`src/rtl/ftf_encoder_seq_pkg.sv`:
```
// Shared definitions for the forbidden-transition-free Fibonacci encoder family:
// state encoding, width limit and the constant functions used to size and weight codewords.
package ftf_encoder_seq_pkg;

  localparam int FTF_MAX_CODE_W = 60;

  typedef enum logic [1:0] {
    S_IDLE = 2'd0,
    S_BUSY = 2'd1,
    S_DONE = 2'd2
  } ftf_state_e;

  // FIB(0)=0, FIB(1)=FIB(2)=1; 64 bits covers FIB(62) for the widest codeword.
  function automatic longint unsigned fib(input int k);
    longint unsigned a;
    longint unsigned b;
    longint unsigned t;
    a = 64'd0;
    b = 64'd1;
    for (int i = 0; i < k; i++) begin
      t = a + b;
      a = b;
      b = t;
    end
    return a;
  endfunction

  function automatic int clog2(input longint unsigned v);
    int n;
    n = 0;
    for (int i = 0; i < 64; i++) begin
      if ((64'd1 << i) < v) n = i + 1;
    end
    return n;
  endfunction

endpackage

```
`src/rtl/ftf_pair_step.sv`:
```
// Combinational resolution of one codeword bit pair (hi=2p+1, lo=2p) from the running remainder.
// Thresholds and weights are constant tables indexed by the pair number.
module ftf_pair_step
  import ftf_encoder_seq_pkg::*;
#(
  parameter int CODE_W = 28,
  parameter int DATA_W = 20,
  localparam int NUM_PAIRS = CODE_W / 2,
  localparam int PW = $clog2(NUM_PAIRS)
) (
  input  logic [DATA_W-1:0] r,
  input  logic [PW-1:0]     p,
  output logic [1:0]        bits,
  output logic [DATA_W-1:0] r2
);

  logic [DATA_W-1:0] hi_cmp [NUM_PAIRS];
  logic [DATA_W-1:0] hi_wt  [NUM_PAIRS];
  logic [DATA_W-1:0] lo_wt  [NUM_PAIRS];
  logic [DATA_W-1:0] r1;

  // The hi bit is set against FIB(2p+3) but subtracts only its own weight FIB(2p+2),
  // which forces the lo bit of the same pair whenever hi is set.
  for (genvar g = 0; g < NUM_PAIRS; g++) begin : g_tab
    localparam logic [DATA_W-1:0] HI_CMP = DATA_W'(fib(2 * g + 3));
    localparam logic [DATA_W-1:0] HI_WT  = DATA_W'(fib(2 * g + 2));
    localparam logic [DATA_W-1:0] LO_WT  = DATA_W'(fib(2 * g + 1));
    assign hi_cmp[g] = HI_CMP;
    assign hi_wt[g]  = HI_WT;
    assign lo_wt[g]  = LO_WT;
  end

  always_comb begin
    bits = 2'b00;
    r1   = r;
    if (r >= hi_cmp[p]) begin
      bits[1] = 1'b1;
      r1      = r - hi_wt[p];
    end
    r2 = r1;
    if (r1 >= lo_wt[p]) begin
      bits[0] = 1'b1;
      r2      = r1 - lo_wt[p];
    end
  end

endmodule

```
`src/rtl/ftf_encoder_seq.sv`:
```
// Sequential FTF Fibonacci encoder: accepts a binary word, resolves one bit pair per clock
// from the top pair down, and presents the registered codeword with an out-of-range flag.
module ftf_encoder_seq
  import ftf_encoder_seq_pkg::*;
#(
  parameter int CODE_W = 28,
  // Wide enough to carry FIB(CODE_W+2) itself, so the first out-of-range value is representable.
  localparam int DATA_W = clog2(fib(CODE_W + 2) + 64'd1)
) (
  input  logic              clock,
  input  logic              reset,
  input  logic              in_valid,
  output logic              in_ready,
  input  logic [DATA_W-1:0] datain,
  output logic              out_valid,
  input  logic              out_ready,
  output logic [CODE_W-1:0] codeout,
  output logic              out_err,
  output ftf_state_e        fsm_state
);

  localparam int NUM_PAIRS = CODE_W / 2;
  localparam int PW = $clog2(NUM_PAIRS);
  localparam logic [DATA_W-1:0] FIB_LIMIT = DATA_W'(fib(CODE_W + 2));
  localparam logic [PW-1:0] P_TOP = PW'(NUM_PAIRS - 1);

  if ((CODE_W % 2) != 0 || CODE_W < 4 || CODE_W > FTF_MAX_CODE_W) begin : g_bad_code_w
    $error("ftf_encoder_seq: CODE_W must be even and within 4..%0d", FTF_MAX_CODE_W);
  end

  ftf_state_e        state;
  ftf_state_e        state_next;
  logic              accept;
  logic              over;
  logic [DATA_W-1:0] r;
  logic [DATA_W-1:0] r_next;
  logic [PW-1:0]     p;
  logic [1:0]        pair_bits;

  ftf_pair_step #(
    .CODE_W (CODE_W),
    .DATA_W (DATA_W)
  ) u_step (
    .r    (r),
    .p    (p),
    .bits (pair_bits),
    .r2   (r_next)
  );

  assign over      = (datain >= FIB_LIMIT);
  assign fsm_state = state;

  always_ff @(posedge clock or posedge reset) begin
    if (reset) state <= S_IDLE;
    else       state <= state_next;
  end

  // A transfer happens on a rising edge where valid and ready are both high; a producer holds
  // valid and its data until that edge, and ready may depend on the partner's valid/ready.
  always_comb begin
    state_next = state;
    accept     = 1'b0;
    in_ready   = 1'b0;
    out_valid  = 1'b0;
    case (state)
      S_IDLE: begin
        in_ready = 1'b1;
        if (in_valid) begin
          accept     = 1'b1;
          state_next = S_BUSY;
        end
      end
      S_BUSY: begin
        if (p == '0) state_next = S_DONE;
      end
      S_DONE: begin
        out_valid = 1'b1;
        in_ready  = out_ready;
        if (out_ready) begin
          if (in_valid) begin
            accept     = 1'b1;
            state_next = S_BUSY;
          end else begin
            state_next = S_IDLE;
          end
        end
      end
      default: state_next = S_IDLE;
    endcase
  end

  always_ff @(posedge clock or posedge reset) begin
    if (reset) begin
      r       <= '0;
      p       <= '0;
      codeout <= '0;
      out_err <= 1'b0;
    end else if (accept) begin
      r       <= over ? (FIB_LIMIT - 1'b1) : datain;
      p       <= P_TOP;
      codeout <= '0;
      out_err <= over;
    end else if (state == S_BUSY) begin
      r                      <= r_next;
      codeout[{p, 1'b0} +: 2] <= pair_bits;
      if (p != '0) p <= p - 1'b1;
    end
  end

  // Greedy descent keeps r below FIB(2p+4) before each pair, so nothing is left after pair 0.
  assert property (@(posedge clock) disable iff (reset)
    (state == S_BUSY && p == '0) |-> (r_next == '0))
  else $error("ftf_encoder_seq: nonzero remainder after final pair");

endmodule
```
`config.mk`:
```
export PLATFORM = sky130hd
export DESIGN_NAME = ftf_encoder_seq
export DESIGN_NICKNAME = d
export VERILOG_FILES = /design/src/rtl/ftf_encoder_seq_pkg.sv /design/src/rtl/ftf_pair_step.sv /design/src/rtl/ftf_encoder_seq.sv
export SDC_FILE = /design/constraint.sdc
export NUM_CORES = 1
export LEC_CHECK = 0
export BUFFER_PORTS_ARGS = -buffer_cell sky130_fd_sc_hd__buf_2
export CAP_MARGIN = 20
export CORE_AREA = 3 3 119 98
export CTS_BUF_LIST = sky130_fd_sc_hd__clkbuf_8
export CTS_CLUSTER_SIZE = 20
export DETAILED_ROUTE_END_ITERATION = 16
export DIE_AREA = 0 0 122 101
export GPL_TIMING_DRIVEN = 0
export PLACE_DENSITY = 0.79
export SLEW_MARGIN = 10
export SYNTH_ARGS = -nofsm -noshare
export SYNTH_HDL_FRONTEND = slang
export SYNTH_HIERARCHICAL = 1
export SYNTH_SLANG_ARGS = --single-unit
```
`constraint.sdc`:
```
create_clock -name clock -period 6.35 [get_ports clock]
set_clock_uncertainty 0.2 [all_clocks]
set_input_delay 0.635 -clock clock [delete_from_list [all_inputs] [get_ports clock]]
set_output_delay 0.635 -clock clock [all_outputs]
set_load 0.02 [all_outputs]
```
==> results of run 1 <==
[layout make-up]
class                   count  area share, %
flip-flops and latches     55          19.40
plain buffers              34          2.970
repair buffers             82          7.610
clock buffers               5         0.9666
well taps                 144          2.531
inverters                  27          1.599
multi-input cells         619          64.66
clock inverters             3         0.2636
[metrics by stage]
step / std cells / hold slack (ps) / cell area [sq um] / utilization, % / worst slack, ps
after floorplan: 737 / 299.8 / 6007 / - / 50.73
after global placement: 937 / 277.3 / 6467 / 60.57 / -1441
after detailed placement: 938 / 278.1 / 6487 / 60.76 / -1570
after CTS: 953 / 182.3 / 6751 / 63.23 / 4.512
after global routing: 969 / 220.2 / 7119 / 66.67 / -96.39
final: 969 / 167.6 / 7119 / 66.67 / 44.63
[worst reg2reg max path, delay by kind of cell (launching register included)]
kind | cells | cell delay [ps]
compound gates | 12 | 2360
buf+inv | 6 | 890
fa+ha+maj | 4 | 1060
simple gates | 7 | 1240
flops | 1 | 490
[timing repair]
action                                 CTS  global route
setup buffers                            9            15
gates cloned                             0             1
endpoints found under the hold margin    0             0
resized for setup                       39            58
pin swaps                                2            14
setup endpoints to repair               34            34
[cell usage in the layout (no fill, tap or decap), types with 5 or more instances in the layout]
master and instances:
nand2_1 94, buf_2 65, ha_1 53, a21oi_1 52, dfrtp_1 51, o21ai_0 50, nor2_1 42, buf_4 22
a31oi_1 22, nand3_1 21, xnor2_1 21, inv_1 19, mux2i_1 18, a21o_1 16, mux2_2 16, xor2_1 13
nand2b_1 12, nor2b_1 11, a211oi_1 11, clkbuf_1 9, o21a_1 9, o21ai_1 8, and3_1 7, o31a_1 7
ha_4 7, a22o_1 6, o211ai_1 6, nor3_1 6, a211o_1 5, or2_2 5, a221o_1 5, clkbuf_8 5
mux2_4 5
[registers in the layout, indices dropped and copies added (netlist names)]
name       cells
r             20
codeout       28
fsm_state      2
p              4
out_err        1
[cell families after synthesis]
group                    Yosys count
AO/OA/AOI/OAI                    247
XOR/XNOR                          36
adder cells (fa/ha/maj)           65
buffers and inverters             63
flip-flops                        55
multiplexers                      39
AND/OR/NAND/NOR                  232
[worst max-delay path by stage]
| stage | from | end | slack, ps |
|---|---|---|---|
| after detailed placement | p[1]$_DFFE_PP0P_ | codeout[14]$_DFFE_PP0P_ | -1570 |
| after floorplan | p[1]$_DFFE_PP0P_ | codeout[14]$_DFFE_PP0P_ | 50 |
| after CTS | p[1]$_DFFE_PP0P_ | codeout[14]$_DFFE_PP0P_ | 5 |
| after global routing | p[1]$_DFFE_PP0P_ | codeout[14]$_DFFE_PP0P_ | -100 |
| after global placement | p[3]$_DFFE_PP0P_ | codeout[14]$_DFFE_PP0P_ | -1440 |
| final | p[1]$_DFFE_PP0P_ | codeout[14]$_DFFE_PP0P_ | 40 |
[routing by layer]
layer / wire length (um) / GRT usage, %
met1: 8930 / 48.09
met2: 8448 / 45.25
met3: 2110 / 6.285
met4: 552 / 6.804
met5: 0 / 0
==> results.py, run 1 <==
metrics = {
    "detailed_routing": {
        "vias": 6372,
        "drc": 0,
        "wl_um": 20040,
        "firstDrtPassIters": 6,
        "wl_per_cell_um": 20.68,
        "drtAntennaViolNets": 0,
        "drt_iter0_drc": 755,
        "viasPerCell": 6.576,
    },
    "cells_and_area": {
        "area_growth_pct": 18.64,
        "drive_gt1_share_pct": 24.00,
        "regArea_sq_mm": 0.001381,
        "diodes": 0,
        "multi_input_area_sq_mm": 0.004603,
        "nNetsFinal": 913,
        "fillerInstances": 925,
    },
    "synth": {
        "synth_top_family_by_area": "compound AO/OA/AOI/OAI gates",
        "ys_async_sr_fraction_pct": 100.0,
        "synth-compound-area-share_pct": 27.40,
        "synth.distinct_cells": 77,
        "yosysWarnings": 6,
        "synth_commonest_cells": "nand2_1 (95), ha_1 (63), o21ai_0 (59)",
        "avgSynthCellArea_sq_um": 8.142,
        "yosysSeqAreaShare_pct": 22.94,
        "ys_top_cells_by_area": "dfrtp_1 (23%), ha_1 (13%), nand2_1 (5.9%), o21ai_0 (4.9%), a21oi_1 (4.6%)",
        "synth_top_area_share_pct": 22.94,
        "syn_area_sq_mm": 0.006001,
        "yosysMostFrequentCell": "nand2_1",
        "ys.flop_type": "dfrtp_1",
        "synth-seq-cells": 55,
        "synth-adder-area-share_pct": 13.80,
        "synthMuxAreaShare_pct": 7.256,
        "syn_nets": 826,
        "synth_largest_area_cell": "dfrtp_1",
        "synthCells": 737,
        "synth_edf_count": 0,
        "yosys.area_share.simple_pct": 18.64,
        "synth_xor_area_share_pct": 5.505,
    },
    "worst_setup_path": {
        "r2r_start": "p[1]$_DFFE_PP0P_",
        "critPathMaxFanout": 10,
        "required_ps": 6420,
        "critPathLaunchType": "register",
        "cpPeakStageDelay_ps": 540,
        "slowest_stage": "or4b_1",
        "cpLargestDelayFamily": "compound AO/OA/AOI/OAI gates",
        "reg2reg_depth": 29,
        "path_class": "reg -> reg",
        "rrSetupSlack_ps": 40,
        "endpoint_kind": "register",
        "cp.buffers_inverters": 6,
        "r2r-end": "codeout[14]$_DFFE_PP0P_",
        "cp.arrival_ps": 6370,
        "cp_num_cells": 29,
    },
    "run_status": {
        "status": "finished, final reports clean",
    },
    "sta": {
        "slew_violations": 0,
        "min_period_ps": 6305,
        "hold_viol_final": 0,
        "slew_headroom_pct": 53.84,
        "grt_setup_unrepaired": "true",
        "setup_viol": 0,
        "finalCritPeriodShare_pct": 99.30,
        "fin_tns_setup_ps": 0,
        "worst_slew_pin_slew_ps": 687.2,
        "fmax_ghz": 0.1586,
    },
    "global_route": {
        "grt_max_degree": 29,
        "grt_pass1_vias": 5674,
        "grt_pass1_wl_um": 30390,
        "grt_overflow": 0,
        "grt_use_total_pct": 31.37,
        "antenna_found_initial": 0,
    },
    "floorplanning": {
        "die_h_um": 101,
        "die_area_sq_mm": 0.01232,
        "initial_utilization_pct": 56.20,
        "die_w_um": 122,
        "io_pins": 57,
        "coreArea_sq_mm": 0.01068,
        "rows": 34,
    },
    "clocking": {
        "tritoncts": "yes",
        "clockBufferDepth": 2,
        "clk_pin_slew_worst_paths_ps": 110,
        "clk_latency_ps": 340,
        "cts_hold_buf": 0,
        "cts_root_buf": "clkbuf_8",
        "numCtsBuffers": 5,
        "cts_sinks": 55,
        "htree_levels": 2,
    },
    "place": {
        "place_congestion": 1.016,
        "portBuffers": 56,
        "dp_hpwl_um": 15110,
    },
    "job": {
        "cap_violations": 0,
    },
    "min_path": {
        "hold_path_class": "in -> async",
    },
}
Power of run 1 is left out: the tool's default activity adds up to more than one toggle a clock period on the data nets, which glitch-free logic cannot reach.
==> run 2: changes to the inputs <==
--- a/config.mk
+++ b/config.mk
@@ -7,11 +7,11 @@
 export LEC_CHECK = 0
 export BUFFER_PORTS_ARGS = -buffer_cell sky130_fd_sc_hd__buf_2
 export CAP_MARGIN = 20
-export CORE_AREA = 3 3 119 98
+export CORE_AREA = 3 3 107 109
 export CTS_BUF_LIST = sky130_fd_sc_hd__clkbuf_8
 export CTS_CLUSTER_SIZE = 20
 export DETAILED_ROUTE_END_ITERATION = 16
-export DIE_AREA = 0 0 122 101
+export DIE_AREA = 0 0 110 112
 export GPL_TIMING_DRIVEN = 0
 export PLACE_DENSITY = 0.79
 export SLEW_MARGIN = 10
==> run 2 against run 1 <==
  * Count of clock-buffer cells in the layout stayed put
  * Non-clock buffer count down 4
  * Register-to-register slack improved by 50 ps
  * Routed wire length fell by 2.6%
  * Worst hold slack worse by 34 ps
  * Critical path depth decreased by 4
  * Design area shrank 2.2%
  * Core utilization down 1.6 points
  * First-iteration DRC count decreased by 29%
  * Die area about the same
  * Sequential share of layout area rose by 0.45 points
  * Via count down 1.6%
==> results.py, run 2 (same netlist as run 1, synthesis figures left out) <==
metrics = {
    "run_status": {
        "status": "finished, final reports clean",
    },
    "cells_and_area": {
        "postLayoutCellArea_sq_mm": 0.006959,
        "most-common-layout-cells": "nand2_1 (95), buf_2 (65), ha_1 (56)",
        "nNetsFinal": 909,
        "final_common_cell": "nand2_1",
        "postLayoutCoreUtil_pct": 65.05,
        "largest_reg_flops": 28,
        "diodes": 0,
        "drive_gt1_share_pct": 23.02,
        "area_growth_pct": 15.97,
        "regMostFlops": "codeout",
        "top_regs": "codeout: 28 flops, r: 20 flops, p: 4 flops",
    },
    "global_route": {
        "grt_use_total_pct": 32.15,
        "antenna_found_initial": 0,
        "grt_max_degree": 32,
        "grt_pass1_vias": 6163,
        "grt_pass1_wl_um": 31270,
        "grt_overflow": 0,
    },
    "place": {
        "place_congestion": 0.9543,
        "dp_hpwl_um": 14990,
        "placed_area_sq_mm": 0.006482,
        "dp_slack_ps": -1609,
        "portBuffers": 56,
    },
    "sta": {
        "min_period_ps": 6254,
        "finalWorstSetupSlack_ps": 96.19,
        "slew_headroom_pct": 58.69,
        "worst_slew_pin_slew_ps": 615.0,
        "finalCritPeriodShare_pct": 98.49,
        "grt_setup_unrepaired": "true",
        "fmax_ghz": 0.1599,
        "hold_ws_ps": 133.2,
        "slew_violations": 0,
        "setup_viol": 0,
        "hold_viol_final": 0,
    },
    "worst_setup_path": {
        "cp_num_cells": 25,
        "r2r_start": "p[0]$_DFFE_PP0P_",
        "cp.arrival_ps": 6280,
        "critPathMaxFanout": 9,
        "endpoint_kind": "register",
        "crit_path_end": "r[9]$_DFFE_PP0P_",
        "cpLargestDelayFamily": "compound AO/OA/AOI/OAI gates",
        "critPathLaunchType": "register",
        "crit_start": "p[0]$_DFFE_PP0P_",
        "required_ps": 6370,
        "reg2reg_depth": 25,
        "cp.buffers_inverters": 5,
        "r2r-end": "r[9]$_DFFE_PP0P_",
        "rrSetupSlack_ps": 100,
        "cpPeakStageDelay_ps": 480,
        "path_class": "reg -> reg",
        "slowest_stage": "dfrtp_2",
    },
    "clocking": {
        "tritoncts": "yes",
        "cts_hold_buf": 0,
        "clk_pin_slew_worst_paths_ps": 100,
        "clk_latency_ps": 330,
        "numCtsBuffers": 5,
        "htree_levels": 2,
        "cts_sinks": 55,
        "clockBufferDepth": 2,
        "cts_root_buf": "clkbuf_8",
    },
    "floorplanning": {
        "coreArea_sq_mm": 0.01070,
        "rows": 38,
        "io_pins": 57,
        "die_h_um": 112,
        "die_w_um": 110,
        "die_area_sq_mm": 0.01232,
        "initial_utilization_pct": 56.09,
    },
    "min_path": {
        "hold_path_class": "in -> async",
    },
    "detailed_routing": {
        "wl_um": 19510,
        "wl_per_cell_um": 20.30,
        "drc": 0,
        "firstDrtPassIters": 8,
        "drtAntennaViolNets": 0,
        "drt_iter0_drc": 539,
        "viasPerCell": 6.528,
        "vias": 6273,
    },
    "job": {
        "cap_violations": 0,
    },
}
## run 2: cell count changes in the layout (fill, tap and decap cells not counted), sizes merged
cell,change
buf,-4
bufinv,+1
clkinv,-1
clkinvlp,-1
inv,+1
## run 2: worst min-delay path by stage
stage / startpoint / slack, ps / to / cells past startpoint
finish: reset / 130 / codeout[24]$_DFFE_PP0P_ / 2
global route: reset / 170 / codeout[24]$_DFFE_PP0P_ / 2
CTS: reset / 160 / codeout[24]$_DFFE_PP0P_ / 2
detailed placement: codeout[24]$_DFFE_PP0P_ / 290 / codeout[24]$_DFFE_PP0P_ / 1
global placement: codeout[2]$_DFFE_PP0P_ / 280 / codeout[2]$_DFFE_PP0P_ / 1
floorplan: r[18]$_DFFE_PP0P_ / 300 / r[18]$_DFFE_PP0P_ / 1
## run 2: routing by layer
layer,wire [um],track usage (%),share of wire [%],vias to the layer above
met3,1494,5.565,7.7,60
met2,9624,55.42,49,331
met1,7713,39.19,40,2995
met4,680,12.88,3.5,0
met5,0,0,0,-
li1,-,-,-,2887
## run 2: area by class of cell
class	count	area, sq um
fillers	893	3739
clock inverters	3	47.55
plain buffers	35	212.7
multi-input cells	619	4506
clock buffers	5	68.82
repair buffers	77	457.9
inverters	27	110.1
flip-flops and latches	55	1381
well taps	140	175.2
## run 2: metrics by stage
step           TNS [ps]  cells
6_report              0    961
5_1_grt          -312.0    961
4_1_cts               0    951
3_5_place_dp     -47820    934
3_3_place_gp     -47630    933
2_1_floorplan         0    737
## run 2: timing repair
action / CTS / global route
gates resized for setup: 34 / 41
setup endpoints to repair: 34 / 34
pin swaps: 3 / 10
gates cloned: 0 / 0
setup buffers: 10 / 10
Power of run 2 is left out for the same reason.
